**src/rtl/vga_pkg.sv**
```systemverilog
`default_nettype none
// +----------------------------------------------------------------------+
// | vga_pkg: default 640x480@60 timing, derived totals, coordinate type   |
// | Rev 1.0                                                               |
// +----------------------------------------------------------------------+
package vga_pkg;

  localparam int H_DISPLAY_DEF = 640;
  localparam int H_FRONT_DEF   = 16;
  localparam int H_SYNC_DEF    = 96;
  localparam int H_BACK_DEF    = 48;
  localparam int V_DISPLAY_DEF = 480;
  localparam int V_FRONT_DEF   = 10;
  localparam int V_SYNC_DEF    = 2;
  localparam int V_BACK_DEF    = 33;

  localparam int H_TOTAL_DEF = H_DISPLAY_DEF + H_FRONT_DEF + H_SYNC_DEF + H_BACK_DEF;
  localparam int V_TOTAL_DEF = V_DISPLAY_DEF + V_FRONT_DEF + V_SYNC_DEF + V_BACK_DEF;

  localparam int COORD_W   = 10;
  localparam int COORD_MAX = (1 << COORD_W) - 1;

  typedef logic [COORD_W-1:0] coord_t;

  // Half-open window test lo <= c < hi on a zero-extended coordinate.
  function automatic logic in_window(coord_t c, int lo, int hi);
    return (int'(c) >= lo) && (int'(c) < hi);
  endfunction

endpackage
`default_nettype wire

```
**src/rtl/vga_scan_gen_if.sv**
```systemverilog
`default_nettype none
// +----------------------------------------------------------------------+
// | vga_scan_gen_if: scan timing outputs bundled for a video consumer     |
// | Rev 1.0                                                               |
// +----------------------------------------------------------------------+
interface vga_scan_gen_if;
  import vga_pkg::*;

  logic   hsync;
  logic   vsync;
  logic   video_on;
  logic   p_tick;
  logic   frame_start;
  coord_t x;
  coord_t y;

  modport master (output hsync, vsync, video_on, p_tick, frame_start, x, y);
  modport slave  (input  hsync, vsync, video_on, p_tick, frame_start, x, y);

endinterface
`default_nettype wire

```
**src/rtl/pixel_tick_gen.sv**
```systemverilog
`default_nettype none
// +----------------------------------------------------------------------+
// | pixel_tick_gen: divides clk by CLK_DIV, one-clk p_tick per pixel      |
// | Rev 1.0                                                               |
// +----------------------------------------------------------------------+
module pixel_tick_gen #(
  parameter int CLK_DIV = 4
) (
  input  logic clk,
  input  logic reset,
  output logic p_tick
);

  localparam int             DIV_W    = (CLK_DIV > 1) ? $clog2(CLK_DIV) : 1;
  localparam logic [DIV_W-1:0] DIV_LAST = DIV_W'(CLK_DIV - 1);

  generate
    if (CLK_DIV < 2) begin : g_bad_div
      $error("pixel_tick_gen: CLK_DIV must be at least 2");
    end
  endgenerate

  logic [DIV_W-1:0] div_q;
  logic [DIV_W-1:0] div_d;

  always_comb begin
    div_d = div_q + DIV_W'(1);
    if (div_q == DIV_LAST) begin
      div_d = '0;
    end
  end

  always_ff @(posedge clk or posedge reset) begin
    if (reset) begin
      div_q <= '0;
    end else begin
      div_q <= div_d;
    end
  end

  assign p_tick = (div_q == DIV_LAST);

endmodule
`default_nettype wire

```
**src/rtl/vga_scan_gen.sv**
```systemverilog
`default_nettype none
// +----------------------------------------------------------------------+
// | vga_scan_gen: VGA h/v scan counters with sync, blanking, coordinates  |
// | Option macro VGA_SYNC_REG_EN registers all decodes one pixel late.    |
// | Rev 1.0                                                               |
// +----------------------------------------------------------------------+
module vga_scan_gen
  import vga_pkg::*;
#(
  parameter int H_DISPLAY = H_DISPLAY_DEF,
  parameter int H_FRONT   = H_FRONT_DEF,
  parameter int H_SYNC    = H_SYNC_DEF,
  parameter int H_BACK    = H_BACK_DEF,
  parameter int V_DISPLAY = V_DISPLAY_DEF,
  parameter int V_FRONT   = V_FRONT_DEF,
  parameter int V_SYNC    = V_SYNC_DEF,
  parameter int V_BACK    = V_BACK_DEF,
  parameter int CLK_DIV   = 4
) (
  input  logic           clk,
  input  logic           reset,
  vga_scan_gen_if.master vga
);

  localparam int     H_TOTAL = H_DISPLAY + H_FRONT + H_SYNC + H_BACK;
  localparam int     V_TOTAL = V_DISPLAY + V_FRONT + V_SYNC + V_BACK;
  localparam coord_t H_LAST  = coord_t'(H_TOTAL - 1);
  localparam coord_t V_LAST  = coord_t'(V_TOTAL - 1);

  generate
    if ((H_TOTAL > COORD_MAX) || (V_TOTAL > COORD_MAX)) begin : g_bad_total
      $error("vga_scan_gen: H_TOTAL/V_TOTAL exceed the 10-bit counter range");
    end
  endgenerate

  logic   p_tick;
  coord_t h_q, h_d;
  coord_t v_q, v_d;

  pixel_tick_gen #(
    .CLK_DIV (CLK_DIV)
  ) u_pixel_tick_gen (
    .clk    (clk),
    .reset  (reset),
    .p_tick (p_tick)
  );

  always_comb begin
    h_d = h_q;
    v_d = v_q;
    if (p_tick) begin
      if (h_q == H_LAST) begin
        h_d = '0;
        v_d = (v_q == V_LAST) ? '0 : v_q + coord_t'(1);
      end else begin
        h_d = h_q + coord_t'(1);
      end
    end
  end

  always_ff @(posedge clk or posedge reset) begin
    if (reset) begin
      h_q <= '0;
      v_q <= '0;
    end else begin
      h_q <= h_d;
      v_q <= v_d;
    end
  end

  logic hsync_dec;
  logic vsync_dec;
  logic video_dec;
  logic origin;

  assign hsync_dec = !in_window(h_q, H_DISPLAY + H_FRONT, H_DISPLAY + H_FRONT + H_SYNC);
  assign vsync_dec = !in_window(v_q, V_DISPLAY + V_FRONT, V_DISPLAY + V_FRONT + V_SYNC);
  assign video_dec = in_window(h_q, 0, H_DISPLAY) && in_window(v_q, 0, V_DISPLAY);
  assign origin    = (h_q == '0) && (v_q == '0);

  assign vga.p_tick = p_tick;

`ifdef VGA_SYNC_REG_EN
  logic   hsync_q, hsync_d;
  logic   vsync_q, vsync_d;
  logic   video_on_q, video_on_d;
  logic   origin_q, origin_d;
  coord_t x_q, x_d;
  coord_t y_q, y_d;

  // Capture the decode of the pixel being left, so all outputs trail the counters by one pixel.
  always_comb begin
    hsync_d    = hsync_q;
    vsync_d    = vsync_q;
    video_on_d = video_on_q;
    origin_d   = origin_q;
    x_d        = x_q;
    y_d        = y_q;
    if (p_tick) begin
      hsync_d    = hsync_dec;
      vsync_d    = vsync_dec;
      video_on_d = video_dec;
      origin_d   = origin;
      x_d        = h_q;
      y_d        = v_q;
    end
  end

  always_ff @(posedge clk or posedge reset) begin
    if (reset) begin
      hsync_q    <= 1'b1;
      vsync_q    <= 1'b1;
      video_on_q <= 1'b0;
      origin_q   <= 1'b0;
      x_q        <= '0;
      y_q        <= '0;
    end else begin
      hsync_q    <= hsync_d;
      vsync_q    <= vsync_d;
      video_on_q <= video_on_d;
      origin_q   <= origin_d;
      x_q        <= x_d;
      y_q        <= y_d;
    end
  end

  assign vga.hsync       = hsync_q;
  assign vga.vsync       = vsync_q;
  assign vga.video_on    = video_on_q;
  assign vga.x           = x_q;
  assign vga.y           = y_q;
  assign vga.frame_start = p_tick && origin_q;
`else
  // Counters sit at the origin during reset, so blanking must be forced explicitly.
  assign vga.hsync       = hsync_dec;
  assign vga.vsync       = vsync_dec;
  assign vga.video_on    = video_dec && !reset;
  assign vga.x           = h_q;
  assign vga.y           = v_q;
  assign vga.frame_start = p_tick && origin;
`endif

endmodule
`default_nettype wire

```
**src/flat_wrapper.sv**
```systemverilog
// flat-port wrapper written by rule: the top's interface ports become plain ports
module vga_scan_gen_flat import vga_pkg::*;
#(
  parameter int H_DISPLAY = H_DISPLAY_DEF,
  parameter int H_FRONT   = H_FRONT_DEF,
  parameter int H_SYNC    = H_SYNC_DEF,
  parameter int H_BACK    = H_BACK_DEF,
  parameter int V_DISPLAY = V_DISPLAY_DEF,
  parameter int V_FRONT   = V_FRONT_DEF,
  parameter int V_SYNC    = V_SYNC_DEF,
  parameter int V_BACK    = V_BACK_DEF,
  parameter int CLK_DIV   = 4
)
  (clk, reset, vga_hsync, vga_vsync, vga_video_on, vga_p_tick, vga_frame_start, vga_x, vga_y);
  vga_scan_gen_if vga_i ();
  input  logic clk;
  input  logic reset;
  output wire logic [$bits(vga_i.hsync)-1:0] vga_hsync;
  output wire logic [$bits(vga_i.vsync)-1:0] vga_vsync;
  output wire logic [$bits(vga_i.video_on)-1:0] vga_video_on;
  output wire logic [$bits(vga_i.p_tick)-1:0] vga_p_tick;
  output wire logic [$bits(vga_i.frame_start)-1:0] vga_frame_start;
  output wire logic [$bits(vga_i.x)-1:0] vga_x;
  output wire logic [$bits(vga_i.y)-1:0] vga_y;
  assign vga_hsync = vga_i.hsync;
  assign vga_vsync = vga_i.vsync;
  assign vga_video_on = vga_i.video_on;
  assign vga_p_tick = vga_i.p_tick;
  assign vga_frame_start = vga_i.frame_start;
  assign vga_x = vga_i.x;
  assign vga_y = vga_i.y;
  vga_scan_gen #(.H_DISPLAY(H_DISPLAY), .H_FRONT(H_FRONT), .H_SYNC(H_SYNC), .H_BACK(H_BACK), .V_DISPLAY(V_DISPLAY), .V_FRONT(V_FRONT), .V_SYNC(V_SYNC), .V_BACK(V_BACK), .CLK_DIV(CLK_DIV)) u_core (.clk(clk), .reset(reset), .vga(vga_i));
endmodule
```
**config.mk**
```make
export PLATFORM = sky130hd
export DESIGN_NAME = vga_scan_gen_flat
export DESIGN_NICKNAME = d
export VERILOG_FILES = /design/src/rtl/vga_pkg.sv /design/src/rtl/vga_scan_gen_if.sv /design/src/rtl/pixel_tick_gen.sv /design/src/rtl/vga_scan_gen.sv /design/src/flat_wrapper.sv
export SDC_FILE = /design/constraint.sdc
export NUM_CORES = 1
export LEC_CHECK = 0
export ABC_AREA = 1
export CAP_MARGIN = 0
export CORE_ASPECT_RATIO = 1.4
export CORE_MARGIN = 2
export CORE_UTILIZATION = 50
export DETAILED_ROUTE_END_ITERATION = 6
export PLACE_DENSITY = 0.89
export RECOVER_POWER = 25
export SYNTH_ARGS = -nofsm -noshare
export SYNTH_HDL_FRONTEND = slang
export SYNTH_SLANG_ARGS = --single-unit
```
**constraint.sdc**
```tcl
create_clock -name clk -period 1.75 [get_ports clk]
set_clock_uncertainty 0.1 [all_clocks]
set_input_delay 0.2625 -clock clk [delete_from_list [all_inputs] [get_ports clk]]
set_output_delay 0.2625 -clock clk [all_outputs]
set_load 0.02 [all_outputs]
```
# After elaboration in Yosys (flattened, before gate mapping)
# Index checks and enable logic that the tools add are counted.
# totals
ff_bits,22
latch_bits,0
ram_bits,0
mem_bits_ro,0
inputBits,2
out_inout_bits,25
elab_cells,30
mem_count,0
# classes
addsub,3
mul,0
n_div,0
order_cmp,6
eq_ne,3
shifts,0
mux,3
bitwise_logic,0
reduce_logical,12
# op_table
cell,count
"adder 10 x 1 -> 10 bit, second input constant",2
"equality test 10 bit, second input constant",2
zero test 10 bit,2
"< comparator 10 bit, second input constant",2
"< comparator 10 x 9 -> 1 bit, second input constant",2
2-to-1 mux 10 bit,2
">= comparator 10 bit, second input constant",1
">= comparator 10 x 9 -> 1 bit, second input constant",1
logical AND 1 bit,6
zero test 1 bit,3
"adder 2 x 1 -> 2 bit, second input constant",1
"equality test 2 bit, second input constant",1
2-to-1 mux 2 bit,1
AND reduction 2 bit,1

# Logic depth before layout (Yosys ltp)
# depth
word_depth,3
ltp_mapped,9
mapped_depth_nobuf,8

# Modules after synthesis
# From an unflattened synthesis, not the netlist that was laid out.
# unflattened
cells_unflattened,176
area_unflattened_um2,1368.8
# modules_own_cells
mod,n_inst,cells_per_inst,area_each_um2,seq_area_each_um2
vga_scan_gen,1,171,1298.7,500.5
pixel_tick_gen,1,5,70.1,50.0

# Worst setup path before layout
# Ideal clock, no wire load.
# synth_timing
path_kind,in2out
startpoint,in reset
endpoint,out vga_video_on
arrival_time_ns,1.419
required_time_ns,1.387
setup_slack_ns,-0.032
cell_stages,3
n_path_buf,0
path_cell_list,inv_1 -> nand3_1 -> nor3_1
# synth_between
elab_chain_len,2
# synth_lines
item,line,text
"start, declared",flat_wrapper.sv:17,input logic reset;
zero test 1 bit (no source line),--,
logical AND 1 bit,vga_scan_gen.sv:137,assign vga.video_on = video_dec && !reset;
"end, declared",flat_wrapper.sv:20,output wire logic [$bits(vga_i.video_on)-1:0] vga_video_on;
# No other way between the ends.

# Worst setup path after layout
# layout_timing
startpoint,reg u_core.v_q[1] (netlist: u_core.vga.y[1])
endpoint,out vga_frame_start
# layout_between
elab_chain_len,3
# layout_lines
item,line,text
"start, declared",vga_scan_gen.sv:38,"coord_t v_q, v_d;"
"start signal, assigned",vga_scan_gen.sv:67,v_q <= v_d;
zero test 10 bit,vga_scan_gen.sv:79,assign origin = (h_q == '0) && (v_q == '0);
logical AND 1 bit,vga_scan_gen.sv:79,
logical AND 1 bit,vga_scan_gen.sv:140,assign vga.frame_start = p_tick && origin;
"end, declared",flat_wrapper.sv:22,output wire logic [$bits(vga_i.frame_start)-1:0] vga_frame_start;
# No other way between the ends.

==> qor.csv <==
stage,metric,value,unit
detailed_routing,wl,5.94,mm
detailed_routing,viasPerCell,5.76,
detailed_routing,dr.pass1.iters,5,
timing,finalCritPeriodShare,118,%
critical_path,critPathRequiredTime,1.39,ns
critical_path,max_stage_delay,0.42,ns
cts,cts_inserted_buffers,3,
die,io_pins,27,
cts,cts-root-buf,clkbuf_4,
run_status,violations,negative setup slack,
detailed_routing,wl_per_cell,20.8,um
global_routing,grt.met2_usage,60.5,%
die,fp.dieW,47.3,um
yosys,synth_cell_types,24,
critical_path,path_cells,"inv_2, ha_4, nand2_4, nor3_4, nand4_1, nor2_2, buf_6",
job,maxCapViolCount,0,
global_routing,grt_pass1_wl,7.57,mm
yosys,synth_flop_cell,dfrtp_1,
critical_path,cp_data_arrival_time,1.70,ns
yosys,synth_nets,176,
detailed_routing,vias,1643,
yosys,ys_seq_area_share,41.9,%
die,core-area,2560,um^2
power_and_ir_drop,leakagePower,1.17,nW
timing,max_freq,485,MHz
global_routing,overflow,0,
cts,cts-hold-fix-buffers,0,
yosys,syn_inst,169,
timing,worstMarginPinSlew,0.603,ns
finish,area_delta_synth_final,71.1,%
global_routing,grt_pass1_vias,1573,
cts,clock_latency,0.34,ns
yosys,synth_seq_cells,22,
global_routing,track_usage,35.8,%
power_and_ir_drop,p_total,0.000839,W
finish,layout_commonest_cell,buf_4,
global_routing,grt_max_degree,23,
die,start_util,51.4,%
yosys,ys_async_sr_fraction,100,%
yosys,synth_edf_count,0,
timing,whs,0.426,ns
power_and_ir_drop,peakVddDrop,0.355,mV
run_status,status,finished with violations,
cts,cts_tree,done,
yosys,synth_warnings,0,
finish,fin_util,87.9,%
die,num_rows,22,
finish,stdcell_area,2250,um^2
timing,slew_viol_final,0,
timing,finalSetupViolCount,12,
detailed_routing,ant_nets,0,
die,die_area,3060,um^2
critical_path,cp_slowest_cell,dfrtp_1,
global_routing,grt_util_met1,40.0,%
critical_path,cp_max_fo,2,
global_routing,gr-usage-met3,6.41,%
finish,drive_above_1_share,45.4,%
min_path,hold_class,reg -> reg,
critical_path,crit_type,reg -> out,
yosys,syn_avg_cell_area,7.78,um^2
yosys,yosysTopAreaCell,dfrtp_1,
global_routing,grt_antenna_before_repair,0,
yosys,yosys-top-cells-area,"dfrtp_1 42%, nand2_1 9.4%, nor2_1 8.0%",
detailed_routing,route.detailed.drc,0,
cts,htree_levels,1,
die,fp.dieH,64.7,um
yosys,syn_area,1320,um^2
critical_path,end_kind,output port,
timing,period_needed,2.06,ns
cts,clk_pin_slew,0.14,ns
timing,hold_violations,0,
global_routing,grt_busiest_layer,met2,
finish,n_fill_cell,117,
finish,antenna_cells,0,
cts,clockBufferDepth,2,
detailed_routing,first_iter_violations,128,
placed_design,hpwl,2.71,mm
timing,maxSlewHeadroom,59.8,%
finish,layout.nets,257,
timing,rsz0062_at_grt,yes,
critical_path,worst_setup_path_start_kind,register,
placed_design,numPortBuffers,26,
placed_design,gp_congestion,0.852,
placed_design,post-place-ws,-0.348,ns
timing,setup_slack,-0.312,ns
yosys,synth_top_area_share,41.9,%
finish,final_cell_mix,"43 x buf_4, 26 x nand2_1, 22 x dfrtp_1, 20 x nor2_1, 19 x dlygate4sd2_1",
placed_design,place_area,1910,um^2
power_and_ir_drop,power.density,373,nW/um^2
cts,clock-sinks,22,
[cell usage after synthesis (4+ instances only)]
cell type / n
nor2_1: 28
dfrtp_1: 22
nand2_1: 33
xor2_1: 8
nand2_2: 4
inv_1: 25
nand4_1: 4
nand3_1: 13
ha_1: 5
nor3_1: 7
[report_power, final]
group / total (W) / internal, W / switching, W / leakage [nW]
clock network: 0.000310 / 0.000128 / 0.000182 / 0.0210
logic: 0.0000211 / 0.00000558 / 0.0000155 / 0.852
registers: 0.000508 / 0.000508 / 0 / 0.293
[worst max-delay path, delay by kind of cell (launching register included)]
kind	cells	cell delay [ns]
AND/OR/NAND/NOR	4	0.57
flip-flops	1	0.42
buffers and inverters	2	0.22
adder cells (fa/ha/maj)	1	0.15
[registers in the layout, summed over array words and instances (netlist names)]
register                       flops
u_core.vga.y                      10
u_core.u_pixel_tick_gen.div_q      2
u_core.vga.x                      10
[what timing repair did]
action / in CTS / in global routing
endpoints found under the setup margin: 27 / 24
setup buffers: 9 / 7
pin swaps: 7 / 28
gates resized for setup: 74 / 37
[layer usage]
layer	part of all wire, %	vias to the layer above
met5	0	-
met4	6.8	0
met3	7.1	41
met2	50	129
met1	36	780
li1	-	693
[cell type report]
cell class	instances	area (um^2)	share of cell area, %
sequential	22	551	24.5
timing repair buffer	78	643	28.6
clock buffer	4	36.3	1.61
inverter	26	109	4.84
multi-input combinational	119	866	38.5
tap	36	45.0	2.00
[path summary, 6_finish.rpt]
check                                                            from                                         end  slack [ns]  cells after the start
max in group asynchronous                                       reset                 u_core.vga.y[9]$_DFFE_PP0P_        0.61                      3
min                        u_core.u_pixel_tick_gen.div_q[0]$_DFF_PP0_  u_core.u_pixel_tick_gen.div_q[0]$_DFF_PP0_        0.43                      1
min in group asynchronous                                       reset                 u_core.vga.x[1]$_DFFE_PP0P_        0.54                      3
min reg2reg                u_core.u_pixel_tick_gen.div_q[0]$_DFF_PP0_  u_core.u_pixel_tick_gen.div_q[0]$_DFF_PP0_        0.43                      1
max reg2reg                u_core.u_pixel_tick_gen.div_q[1]$_DFF_PP0_                 u_core.vga.y[3]$_DFFE_PP0P_       -0.06                      9
max                                       u_core.vga.y[1]$_DFFE_PP0P_                             vga_frame_start       -0.31                      7
[metrics by stage]
step / setup TNS (ns) / std cells
after floorplan: 0 / 169
after global placement: -0.675 / 269
after detailed placement: -0.788 / 269
after CTS: -0.177 / 282
after global routing: -1.39 / 285
final: -0.831 / 285
[kinds of logic (layout without fill, tap and decap cells)]
family	Yosys count	count (layout)	synth area share (%)
compound gates	10	10	4.76
xor+xnor	8	8	5.33
fa+ha+maj	5	5	4.76
buf+inv	28	108	9.42
flops	22	22	41.9
simple gates	96	96	33.9
No activity file was read; power rests on OpenSTA's default activity.
